===== src/rtl/riscv_pkg.sv =====
// Shared RISC-V core constants and fetch types, used by the fetch stage,
// the decoder and the PC logic.
package riscv_pkg;

  // Instruction width and the PC step between sequential instruction words.
  localparam int unsigned ILEN      = 32;
  localparam logic [31:0] WORD_STEP = 32'd4;

  // Default reset vector for the core.
  localparam logic [31:0] DEFAULT_RESET_PC = 32'h0000_0000;

  typedef logic [ILEN-1:0] word_t;

  // One prefetch queue entry: an instruction word and the address it came from.
  typedef struct packed {
    word_t pc;
    word_t instr;
  } fetch_entry_t;

  // Clear the byte-offset bits of an address to get a word address.
  function automatic word_t word_align(input word_t addr);
    return addr & ~word_t'(3);
  endfunction

endpackage


===== src/rtl/instr_fetch_if.sv =====
// Fetch-stage bus bundle: the instruction-memory request/response channel
// and the instruction handshake toward the decoder. The master side is the
// fetch stage; the slave side is the memory plus decoder environment.
interface instr_fetch_if;
  import riscv_pkg::*;

  // Instruction-memory channel.
  logic  imem_req;
  word_t imem_addr;
  logic  imem_gnt;
  logic  imem_rvalid;
  word_t imem_rdata;

  // Decoder channel.
  logic  instr_valid;
  logic  instr_ready;
  word_t instr;
  word_t instr_pc;

  modport master (
    output imem_req, imem_addr,
    input  imem_gnt, imem_rvalid, imem_rdata,
    output instr_valid, instr, instr_pc,
    input  instr_ready
  );

  modport slave (
    input  imem_req, imem_addr,
    output imem_gnt, imem_rvalid, imem_rdata,
    input  instr_valid, instr, instr_pc,
    output instr_ready
  );

endinterface


===== src/rtl/instr_fetch_fifo.sv =====
// fetch_fifo: small {pc, instr} prefetch queue with synchronous flush.
// Flush wins over push, and a pop is ignored during a flush. A push into a
// full queue is accepted when a pop happens in the same cycle.
module fetch_fifo
  import riscv_pkg::*;
#(
  parameter  int unsigned DEPTH = 2,
  localparam int unsigned CW    = $clog2(DEPTH + 1),
  localparam int unsigned AW    = $clog2(DEPTH)
) (
  input  logic          clock,
  input  logic          reset_n,
  input  logic          flush,
  input  logic          push,
  input  fetch_entry_t  push_data,
  input  logic          pop,
  output fetch_entry_t  head,
  output logic          valid,
  output logic [CW-1:0] count
);

  fetch_entry_t  entries_q [DEPTH];
  logic [AW-1:0] wr_ptr_q, wr_ptr_d;
  logic [AW-1:0] rd_ptr_q, rd_ptr_d;
  logic [CW-1:0] count_q, count_d;
  logic          push_ok, pop_ok;

  // Accept/qualify push and pop, then compute next pointers and occupancy.
  always_comb begin
    // NOTE: every signal written here gets a default first, so no path can leave a latch behind.
    pop_ok   = pop && (count_q != '0) && !flush;
    push_ok  = push && !flush && ((count_q != CW'(DEPTH)) || pop_ok);
    wr_ptr_d = wr_ptr_q;
    rd_ptr_d = rd_ptr_q;
    count_d  = count_q;
    if (flush) begin
      wr_ptr_d = '0;
      rd_ptr_d = '0;
      count_d  = '0;
    end else begin
      if (push_ok) wr_ptr_d = wr_ptr_q + AW'(1);
      if (pop_ok)  rd_ptr_d = rd_ptr_q + AW'(1);
      count_d = count_q + CW'(push_ok) - CW'(pop_ok);
    end
  end

  // Pointer and occupancy registers with synchronous reset.
  always_ff @(posedge clock) begin
    // NOTE: state flops use non-blocking assignments so every flop samples pre-edge values.
    if (!reset_n) begin
      wr_ptr_q <= '0;
      rd_ptr_q <= '0;
      count_q  <= '0;
    end else begin
      wr_ptr_q <= wr_ptr_d;
      rd_ptr_q <= rd_ptr_d;
      count_q  <= count_d;
    end
  end

  // Entry storage write port.
  always_ff @(posedge clock) begin
    // NOTE: storage is deliberately not reset; count_q alone says which entries are live.
    if (push_ok) entries_q[wr_ptr_q] <= push_data;
  end

  assign head  = entries_q[rd_ptr_q];
  assign valid = (count_q != '0);
  assign count = count_q;

endmodule


===== src/rtl/instr_fetch.sv =====
// instr_fetch: RISC-V instruction fetch stage. Keeps the fetch PC, issues
// in-order word requests to instruction memory under a queue-space credit,
// buffers returned words in fetch_fifo and hands {instr, pc} to the decoder.
// A redirect flushes the queue and drops responses still in flight.
// Optional build macro: FETCH_MISALIGN_CHECK_EN adds the fetch_fault output
// and stops fetching on a misaligned redirect target; without it the low
// two bits of the redirect target are cleared.
module instr_fetch
  import riscv_pkg::*;
#(
  parameter word_t       RESET_PC = DEFAULT_RESET_PC,
  parameter int unsigned FQ_DEPTH = 2
) (
  input  logic                 clock,
  input  logic                 reset_n,
  instr_fetch_if.master        bus,
  input  logic                 redirect_valid,
  input  word_t                redirect_pc
`ifdef FETCH_MISALIGN_CHECK_EN
  ,
  output logic                 fetch_fault
`endif
);

  localparam int unsigned CW = $clog2(FQ_DEPTH + 1);
  localparam int unsigned SW = CW + 1;

  word_t         fpc_q, fpc_d;
  word_t         rsp_pc_q, rsp_pc_d;
  logic [CW-1:0] osd_q, osd_d;
  logic [CW-1:0] drop_q, drop_d;

  logic [SW-1:0] credit_used;
  logic [CW-1:0] fifo_count;
  logic          fifo_valid;
  fetch_entry_t  fifo_head;
  fetch_entry_t  push_entry;
  logic          imem_req;
  logic          fire;
  logic          rsp_ok;
  logic          rsp_push;
  logic          pop_req;
  logic          fault_active;
  word_t         redirect_target;

`ifdef FETCH_MISALIGN_CHECK_EN
  logic fault_q, fault_d;
  logic redirect_misaligned;

  assign redirect_target     = redirect_pc;
  assign redirect_misaligned = |redirect_pc[1:0];

  // Fault is set by a misaligned redirect and cleared by an aligned one.
  always_comb begin
    fault_d = fault_q;
    if (redirect_valid) fault_d = redirect_misaligned;
  end

  // Fault flag register.
  always_ff @(posedge clock) begin
    if (!reset_n) fault_q <= 1'b0;
    else          fault_q <= fault_d;
  end

  assign fault_active = fault_q;
  assign fetch_fault  = fault_q;
`else
  assign redirect_target = word_align(redirect_pc);
  assign fault_active    = 1'b0;
`endif

  // Request credit, response accounting and next-state for PC/counters.
  // The next response that is not dropped always belongs to the oldest live
  // request, and live requests are sequential from the last redirect target,
  // so rsp_pc_q tracks the PC to attach to each pushed word.
  always_comb begin
    pop_req     = bus.instr_valid && bus.instr_ready;
    // A same-cycle pop frees a slot before any response to this grant can return.
    credit_used = SW'(osd_q) + SW'(fifo_count) - SW'(pop_req);
    imem_req    = reset_n && (credit_used < SW'(FQ_DEPTH)) && !redirect_valid && !fault_active;
    fire        = imem_req && bus.imem_gnt;
    // Responses with nothing outstanding (e.g. for pre-reset requests) are ignored.
    rsp_ok      = bus.imem_rvalid && (osd_q != '0);
    rsp_push    = rsp_ok && (drop_q == '0) && !redirect_valid;
    osd_d       = osd_q + CW'(fire) - CW'(rsp_ok);
    fpc_d       = fpc_q;
    drop_d      = drop_q;
    rsp_pc_d    = rsp_pc_q;
    if (redirect_valid) begin
      fpc_d    = redirect_target;
      drop_d   = osd_d;
      rsp_pc_d = redirect_target;
    end else begin
      if (fire)                      fpc_d    = fpc_q + WORD_STEP;
      if (rsp_ok && drop_q != '0)    drop_d   = drop_q - CW'(1);
      if (rsp_push)                  rsp_pc_d = rsp_pc_q + WORD_STEP;
    end
  end

  // Fetch PC, response PC and outstanding/drop counters.
  always_ff @(posedge clock) begin
    if (!reset_n) begin
      fpc_q    <= RESET_PC;
      rsp_pc_q <= RESET_PC;
      osd_q    <= '0;
      drop_q   <= '0;
    end else begin
      fpc_q    <= fpc_d;
      rsp_pc_q <= rsp_pc_d;
      osd_q    <= osd_d;
      drop_q   <= drop_d;
    end
  end

  assign push_entry = '{pc: rsp_pc_q, instr: bus.imem_rdata};

  fetch_fifo #(
    .DEPTH (FQ_DEPTH)
  ) u_fifo (
    .clock     (clock),
    .reset_n   (reset_n),
    .flush     (redirect_valid),
    .push      (rsp_push),
    .push_data (push_entry),
    .pop       (pop_req),
    .head      (fifo_head),
    .valid     (fifo_valid),
    .count     (fifo_count)
  );

  assign bus.imem_req    = imem_req;
  assign bus.imem_addr   = fpc_q;
  assign bus.instr_valid = fifo_valid;
  assign bus.instr       = fifo_valid ? fifo_head.instr : '0;
  assign bus.instr_pc    = fifo_valid ? fifo_head.pc : RESET_PC;

endmodule


===== src/flat_wrapper.sv =====
// flat-port wrapper written by rule: the top's interface ports become plain ports
module instr_fetch_flat import riscv_pkg::*;
#(
  parameter word_t       RESET_PC = DEFAULT_RESET_PC,
  parameter int unsigned FQ_DEPTH = 2
)
  (clock, reset_n, redirect_valid, redirect_pc, bus_imem_req, bus_imem_addr, bus_imem_gnt, bus_imem_rvalid, bus_imem_rdata, bus_instr_valid, bus_instr, bus_instr_pc, bus_instr_ready);
  instr_fetch_if bus_i ();
  input  logic clock;
  input  logic reset_n;
  input  logic redirect_valid;
  input  word_t redirect_pc;
  output wire logic [$bits(bus_i.imem_req)-1:0] bus_imem_req;
  output wire logic [$bits(bus_i.imem_addr)-1:0] bus_imem_addr;
  input wire logic [$bits(bus_i.imem_gnt)-1:0] bus_imem_gnt;
  input wire logic [$bits(bus_i.imem_rvalid)-1:0] bus_imem_rvalid;
  input wire logic [$bits(bus_i.imem_rdata)-1:0] bus_imem_rdata;
  output wire logic [$bits(bus_i.instr_valid)-1:0] bus_instr_valid;
  output wire logic [$bits(bus_i.instr)-1:0] bus_instr;
  output wire logic [$bits(bus_i.instr_pc)-1:0] bus_instr_pc;
  input wire logic [$bits(bus_i.instr_ready)-1:0] bus_instr_ready;
  assign bus_imem_req = bus_i.imem_req;
  assign bus_imem_addr = bus_i.imem_addr;
  assign bus_i.imem_gnt = bus_imem_gnt;
  assign bus_i.imem_rvalid = bus_imem_rvalid;
  assign bus_i.imem_rdata = bus_imem_rdata;
  assign bus_instr_valid = bus_i.instr_valid;
  assign bus_instr = bus_i.instr;
  assign bus_instr_pc = bus_i.instr_pc;
  assign bus_i.instr_ready = bus_instr_ready;
  instr_fetch #(.RESET_PC(RESET_PC), .FQ_DEPTH(FQ_DEPTH)) u_core (.clock(clock), .reset_n(reset_n), .bus(bus_i), .redirect_valid(redirect_valid), .redirect_pc(redirect_pc));
endmodule

===== config.mk =====
export PLATFORM = sky130hd
export DESIGN_NAME = instr_fetch_flat
export DESIGN_NICKNAME = d
export VERILOG_FILES = /design/src/rtl/riscv_pkg.sv /design/src/rtl/instr_fetch_if.sv /design/src/rtl/instr_fetch_fifo.sv /design/src/rtl/instr_fetch.sv /design/src/flat_wrapper.sv
export SDC_FILE = /design/constraint.sdc
export NUM_CORES = 1
export LEC_CHECK = 0
export BUFFER_PORTS_ARGS = -buffer_cell sky130_fd_sc_hd__buf_2
export CAP_MARGIN = 15
export CORE_MARGIN = 3
export CORE_UTILIZATION = 30
export CTS_CLUSTER_DIAMETER = 120
export DETAILED_ROUTE_END_ITERATION = 8
export GPL_TIMING_DRIVEN = 0
export PLACE_DENSITY_LB_ADDON = 0.05
export SYNTH_ARGS = -nofsm -noshare
export SYNTH_HDL_FRONTEND = slang
export SYNTH_HIERARCHICAL = 1
export SYNTH_SLANG_ARGS = --single-unit

===== constraint.sdc =====
create_clock -name clock -period 11.1 [get_ports clock]
set_input_delay 0.555 -clock clock [delete_from_list [all_inputs] [get_ports clock]]
set_output_delay 0.555 -clock clock [all_outputs]
set_load 0.02 [all_outputs]

==> impl_results.md, run 1 <==
* EDFF count, synth at 128
* Initial core utilization at a little under a third
* Via Count at 6524
* Hold-fix buffers at CTS at 0
* Worst R2R Setup Slack at 6.00 ns
* Die height at 180 um
* Post-CTS Setup Bufs at 0
* Synth Register Bits at around 200
* Fin cells at 1368
* Final Hold Viols at 0
* H-tree depth at 4
* Final Skew at 0.0146 ns
* Initial antenna violation count at 1
* Clk buf depth at 2
* Design area at 0.0111 mm2
* Die width at about 180 um
* Worst-margin pin slew at about 0.92 ns
* Boundary Pins at roughly 170
* Worst EP arrival at 5.45 ns
* DRT iter0 DRCs at approximately 300
* Period minus WS final at 5.10 ns
* Slew Limit Headroom at approximately two fifths
* MaxCap Viol Count at 0
* Crit Path Class: reg2reg
* Row cnt at 63
* Async SR Flop Fraction at 0%
* CTS Sinks at a little under 200
* Clock root buffer: clkbuf_16
* Overflow left after global routing at 0
* Fin util at between 30% and 40%
* DRC Markers at 0
* Largest net degree at the start of global routing at 50
* Top FF cell, synth: edfxtp_1
* Synth Area in Adders at under 10%
* Vias/cell at about 4.8
* Seq/Total Area, Yosys at between 50% and 60%
* Cell taking the most area after synthesis: edfxtp_1
* Core Box Area at about 0.030 mm2
* Final #Nets at approximately 1000
* Hold Path Stages at 1
* Number of fill cells at approximately 3100
* Yosys warns at 6
* Syn_area_per_cell at approximately 12 um2
* N_diodes at 0
* Mux share of post-synthesis cell area at 8.75%
* Max Clk Rate at a little under 200 MHz
* Internal power at between 1 and 1.5 mW
* Fin crit share at a little under half
* First-pass GRT wire length at approximately 39000 um
* Port-buffer cells at 163
* Critical path startpoint category: register
* Psw at 0.417 mW
* GRT Total Usage at 15.3%
* Worst hold path startpoint: bus_imem_rdata[9]
* Area grow syn2layout at 22.2%
* Setup violators final at 0
* CTS tree: built
* Die area at between 0.03 and 0.04 mm2
* Sw frac at between 20 and 30%
* CP endpoint kind: register
* Post-Synthesis Cells at 770
* Vias in the first global route at around 6600
* Power per cell area at 146 mW/mm2
* Reg power frac at roughly 53%
* Synth Area in Compound Gates at under 10%
* Pre-antenna DRT Iters at 5
* Dpl ws at between 5 and 6 ns
* Drt wl/cell at ~18 um
* Synth area leaders: edfxtp_1 (42%), dfxtp_1 (15%), mux2_2 (8.2%)
* RSZ-0062 raised after global routing: no
* Worst Path Max Fanout at 10
* Post-Syn Area at just over 0.009 mm2
* Static Leakage at 4.14 nW
* Setup ws final at 6.00 ns
* Clock network fraction of design power at a little under two fifths
* Share of the synthesized area in the top cell type at a little over two fifths
* Req. time, crit path at between 10 and 15 ns
* Synth Area in Simple Gates at between 10% and 20%
* Detail Route Antenna Nets at 0
* Num CTS Buffers at 17
* Xor/xnor share of the synthesized area at between 4 and 5%
* Count of pins over their slew limit at 0
* Reg2Reg Launch Point: u_core/u_fifo/count[1]$_SDFF_PP0_
* Final wirelength at between 20000 and 25000 um
* Placed cell areas at ~0.011 mm2
* Reg2reg end: u_core/drop_q[1]$_SDFFE_PN0P_
* Placed insts at ~1300
* Cell variety after synth at between 60 and 70
* R2R depth at 19
* Clock-pin slew on the worst setup and hold paths at approximately 0.07 ns
* Tot Pwr at 1.62 mW
* Peak supply drop at roughly 100 uV
* Worst-skew pair later-pin latency at around 0.43 ns
* Dpl hpwl at approximately 19000 um
* Hold/Removal Path Class: in2reg
* Combinational share of power at between 10% and 20%
* Fraction of layout cells with a size suffix above 1 at 29.9%
* Status: finished clean
* Largest family of logic cells by synthesized area: simple AND/OR/NAND/NOR gates
* Worst Hold Path EP: u_core/u_fifo/entries_q[1][9]$_DFFE_PP_
* CTS-repair resized insts at 0
* Gp weighted congestion at between 0.8 and 0.9
## critical path, stage by stage, from the launching register on
cell and delay [ns]:
dfxtp_1 0.50, or2_2 0.20, clkbuf_1 0.51, and2_1 0.35, ha_1 0.26, nand2b_1 0.15, fa_1 0.38, xor2_1 0.19
and4_1 0.21, buf_2 0.20, inv_2 0.19, buf_2 0.28, buf_1 0.54, ha_1 0.35, inv_1 0.05, ha_1 0.14
xnor2_1 0.13, xnor2_1 0.17, nand2_1 0.09, a21oi_1 0.14
## metrics by stage
| stage | hold WS, ns | TNS, ns |
|---|---|---|
| 2_1_floorplan | 0.458 | 0 |
| 3_3_place_gp | 0.477 | -4.37 |
| 3_5_place_dp | 0.488 | 0 |
| 4_1_cts | 0.290 | 0 |
| 5_1_grt | 0.282 | 0 |
| 6_report | 0.314 | 0 |
## state kept, by name, summed over array words and instances (netlist names), named ones only
signal	flops
u_core/rsp_pc_q	30
u_core/bus.imem_addr	30
u_core/u_fifo/wr_ptr_q	1
u_core/osd_q	2
u_core/u_fifo/count	2
u_core/u_fifo/entries_q	128
u_core/drop_q	2
u_core/u_fifo/rd_ptr_q	1
## cell usage in the layout, fill, tap and decap left out, types with 6 or more instances in the layout
cell type / netlist / layout
a21oi_1: 37 / 37
a31oi_1: 9 / 9
and2_1: 73 / 73
and3_1: 12 / 12
and4_1: 8 / 8
buf_2: 5 / 168
buf_4: 8 / 8
buf_6: 1 / 8
clkbuf_1: 24 / 25
clkbuf_16: 0 / 17
conb_1: 1 / 6
dfxtp_1: 69 / 69
edfxtp_1: 128 / 128
ha_1: 8 / 8
inv_1: 15 / 14
mux2_2: 66 / 66
nand2_1: 48 / 48
nand3_1: 18 / 18
nand4_1: 16 / 16
nor2_1: 30 / 30
nor3_1: 21 / 21
nor4_1: 9 / 9
o21ai_0: 36 / 36
o22ai_1: 12 / 12
xnor2_1: 26 / 26
xor2_1: 16 / 16
## cell type report
class                   instances  area (um2)  share of cell area [%]
multi-input cells             520        3600                    32.5
inverters                      16        62.6                   0.565
plain buffers                  42         201                    1.82
flip-flops and latches        197        5230                    47.2
clock inverters                14         144                    1.30
repair buffers                171         922                    8.33
clock buffers                  18         429                    3.88
well taps                     390         488                    4.41
## worst max-delay path by stage
stage	startpoint	to	slack (ns)	cells past startpoint
global route	u_core/u_fifo/count[1]$_SDFF_PP0_	u_core/drop_q[1]$_SDFFE_PN0P_	5.62	19
finish	u_core/u_fifo/count[1]$_SDFF_PP0_	u_core/drop_q[1]$_SDFFE_PN0P_	6.00	19
floorplan	redirect_valid	u_core/u_fifo/entries_q[1][0]$_DFFE_PP_	4.51	5
CTS	u_core/u_fifo/count[1]$_SDFF_PP0_	u_core/drop_q[1]$_SDFFE_PN0P_	5.91	19
detailed placement	u_core/u_fifo/count[1]$_SDFF_PP0_	u_core/drop_q[1]$_SDFFE_PN0P_	5.95	19
global placement	redirect_valid	u_core/u_fifo/entries_q[1][29]$_DFFE_PP_	-0.08	6
## cell families after synthesis
kind of cell    count (synthesis)
flops                         197
xor+xnor                       42
compound gates                130
other cells                     1
simple gates                  262
buf+inv                        58
fa+ha+maj                       9
mux                            71
## cell usage after synthesis (all sizes together), types with 2 or more instances
master	number
and2	73
a31oi	9
and4	8
edfxtp	128
and3	12
a22oi	4
mux2	66
a221oi	3
dfxtp	69
o22ai	12
xor2	16
a21o	3
mux2i	5
nor2	30
nor3	21
nand2b	3
nand2	48
clkbuf	24
a21oi	37
xnor2	26
nor4	12
nand4b	2
o21a	5
or3	3
o311ai	4
o21ai	36
o211ai	3
a21boi	2
ha	8
nand3	18
nor2b	3
or4	3
nand4	16
nor3b	2
a2bb2oi	5
buf	18
inv	16
## per-layer routing
layer  up-vias  GRT usage (%)  wire [um]
met5         -              0         20
met4         2           4.08        440
met3        25           3.20       1200
met2       183           23.9      11100
met1      3093           21.6      12200
li1       3221              -          -
## power by group through the flow
stage          combinational, mW  sequential [mW]  clock, mW
4_1_cts                    0.165            0.854      0.630
6_report                   0.162            0.853      0.606
3_5_place_dp               0.164            0.870          0
5_1_grt                    0.179            0.859      0.660
2_1_floorplan             0.0939            0.870          0
3_3_place_gp               0.162            0.872          0
No activity file was read; power rests on OpenSTA's default activity.
==> inputs of run 2 (changes only) <==
clock period = 5.1 ns   (was 11.1 ns; I/O delays follow)
==> run 2 against run 1 <==
  * Critical path depth is 2 lower
  * Maximum frequency is 17% higher
  * Die area stayed put
  * Sequential share of layout area is 1.1 points lower
  * Design area is 2.3% higher
  * Sequential power is 120% higher
  * First-iteration DRC count is 3.3% higher
  * Worst setup slack worse by 5.3 ns
  * Cell count is 1.6% higher
==> impl_results.md, run 2 (synthesized netlist as in run 1, its figures left out) <==
* Status: finished clean (unchanged)
* Post-CTS Setup Bufs at 0 (unchanged)
* Crit-path max cell delay at 0.49 ns (was 0.54 ns)
* Crit Path Class: reg2reg (unchanged)
* Clock-pin slew on the worst setup and hold paths at 0.08 ns (was 0.07 ns)
* Detail Route Antenna Nets at 0 (unchanged)
* CTS tree: built (unchanged)
* Overflow left after global routing at 0 (unchanged)
* Port-buffer cells at 163 (unchanged)
* Count of pins over their slew limit at 0 (unchanged)
* Worst-skew pair later-pin latency at 0.43 ns (about the same)
* CP max-delay cell: dfxtp_1 (was buf_1)
* Final #Nets at 1066 (was 1044)
* Drt wl/cell at 18.4 um (was 18.3 um)
* Static Leakage at 4.23 nW (was 4.14 nW)
* Max Clk Rate at 229 MHz (was 196 MHz)
* Row cnt at 63 (unchanged)
* Die width at 180 um (unchanged)
* Vias in the first global route at 6825 (was 6557)
* Area grow syn2layout at 25.0% (was 22.2%)
* Max reg flops at 128 (unchanged)
* Setup TNS at 0 ns (unchanged)
* Worst Path Max Fanout at 19 (was 10)
* Gp weighted congestion at 0.834 (was 0.807)
* DRC Markers at 0 (unchanged)
* Worst-margin pin slew at 0.881 ns (was 0.918 ns)
* H-tree depth at 4 (unchanged)
* Slew Limit Headroom at 40.8% (was 38.3%)
* Clock root buffer: clkbuf_16 (unchanged)
* Die area at 0.0323 mm2 (unchanged)
* Req. time, crit path at 5.44 ns (was 11.45 ns)
* N_diodes at 0 (unchanged)
* Fraction of layout cells with a size suffix above 1 at 29.1% (was 29.9%)
* Pre-antenna DRT Iters at 5 (unchanged)
* DRT iter0 DRCs at 312 (was 302)
* CTS Sinks at 197 (unchanged)
* Largest net degree at the start of global routing at 45 (was 50)
* Power per cell area at 311 mW/mm2 (was 146 mW/mm2)
* Hold/Removal Path Class: in2reg (unchanged)
* Setup violators final at 0 (unchanged)
* GRT Total Usage at 15.6% (was 15.3%)
* Final Skew at 0.0191 ns (was 0.0146 ns)
* Core Box Area at 0.0297 mm2 (unchanged)
* R2R depth at 17 (was 19)
* CTS-repair resized insts at 0 (unchanged)
* Critical path startpoint category: register (unchanged)
* Boundary Pins at 168 (unchanged)
* RSZ-0062 raised after global routing: no (unchanged)
* CP endpoint kind: register (unchanged)
* Worst EP arrival at 4.72 ns (was 5.45 ns)
* Top reg by flops: u_core/u_fifo/entries_q (unchanged)
* Num CTS Buffers at 17 (unchanged)
* Final Hold Viols at 0 (unchanged)
* Top cell by count, worst path: ha_1 (unchanged)
* Commonest non-fill, non-tap cells in the layout: buf_2 (168), edfxtp_1 (128), and2_1 (73) (unchanged)
* MaxCap Viol Count at 0 (unchanged)
* Period minus WS final at 4.37 ns (was 5.10 ns)
* First-pass GRT wire length at 39700 um (was 38700 um)
* Initial core utilization at 30.5% (unchanged)
* Die height at 180 um (unchanged)
* Initial antenna violation count at 1 (unchanged)
* CP cell instances: or2_2 > and2_1 > ha_1 > nand2b_1 > fa_1 > xor2_1 > and4_1 > buf_2 > inv_2 > buf_2 > ha_1 > inv_1 > ha_1 > xnor2_1 > xnor2_1 > nand2_1 > a21oi_1 (was or2_2 > clkbuf_1 > and2_1 > ha_1 > nand2b_1 > fa_1 > xor2_1 > and4_1 > buf_2 > inv_2 > buf_2 > buf_1 > ha_1 > inv_1 > ha_1 > xnor2_1 > xnor2_1 > nand2_1 > a21oi_1)
* Dpl ws at -0.0788 ns (was 5.95 ns)
* Hold Path Stages at 1 (unchanged)
* Final wirelength at 25600 um (was 25000 um)
* Vias/cell at 4.81 (was 4.77)
* Tot Pwr at 3.53 mW (was 1.62 mW)
* Commonest non-fill, non-tap cell in the layout: buf_2 (unchanged)
* Fin crit share at 85.8% (was 45.9%)
* Dpl hpwl at 18700 um (was 18600 um)
* Setup ws final at 0.725 ns (was 6.00 ns)
* Peak supply drop at 174 uV (was 103 uV)
* Via Count at 6691 (was 6524)
* Clk buf depth at 2 (unchanged)
run 2: cell types whose count changed in the layout (fill, tap and decap cells not counted), sizes merged:
cell         change
bufinv           -1
buf              -3
clkbuf           -1
inv              +2
clkinv           -3
clkinvlp         +2
dlygate4sd3     +26
run 2: routing by layer:
layer  track usage, %  wire length, um
met1             22.3            12500
met2             24.7            11700
met3             2.83             1140
met4             4.02              211
met5                0               13
run 2: what timing repair did:
action                                  CTS  global route
endpoints found under the hold margin    52             0
endpoints found under the setup margin    2             1
hold buffers                             26             0
run 2: worst paths after layout:
check	startpoint	to	slack (ns)
hold reg to reg	u_core/u_fifo/wr_ptr_q$_SDFFE_PP0N_	u_core/u_fifo/wr_ptr_q$_SDFFE_PP0N_	0.50
hold / removal	bus_imem_rdata[21]	u_core/u_fifo/entries_q[0][21]$_DFFE_PP_	0.02
setup / recovery	u_core/u_fifo/count[1]$_SDFF_PP0_	u_core/drop_q[1]$_SDFFE_PN0P_	0.73
setup reg to reg	u_core/u_fifo/count[1]$_SDFF_PP0_	u_core/drop_q[1]$_SDFFE_PN0P_	0.73
run 2: area by class of cell:
cell class / instances / area [um2]
plain buffers: 40 / 194
inverters: 16 / 62.6
fillers: 2997 / 18400
clock buffers: 18 / 429
multi-input cells: 520 / 3610
clock inverters: 14 / 134
well taps: 390 / 488
flip-flops and latches: 197 / 5230
repair buffers: 195 / 1190
run 2: through the flow:
step	instance area, um2	std cells	util [%]	hold slack [ns]
floorplan	9090	775	-	0.354
global placement	10400	1328	35.0	0.445
detailed placement	10500	1334	35.4	0.447
CTS	11300	1391	38.1	0.000266
global route	11300	1390	38.1	0.00123
finish	11300	1390	38.1	0.0217
run 2: worst max-delay path: cells and delay by family, from the launching register on:
| kind | cells | cell delay, ns |
|---|---|---|
| simple gates | 5 | 1.17 |
| xor+xnor | 3 | 0.56 |
| fa+ha+maj | 4 | 1.18 |
| buf+inv | 4 | 0.74 |
| compound gates | 1 | 0.15 |
| flops | 1 | 0.49 |
run 2: power breakdown:
group / total [mW] / internal [mW] / switching, mW
clock: 1.30 / 0.651 / 0.651
sequential: 1.86 / 1.78 / 0.0745
combinational: 0.370 / 0.161 / 0.210
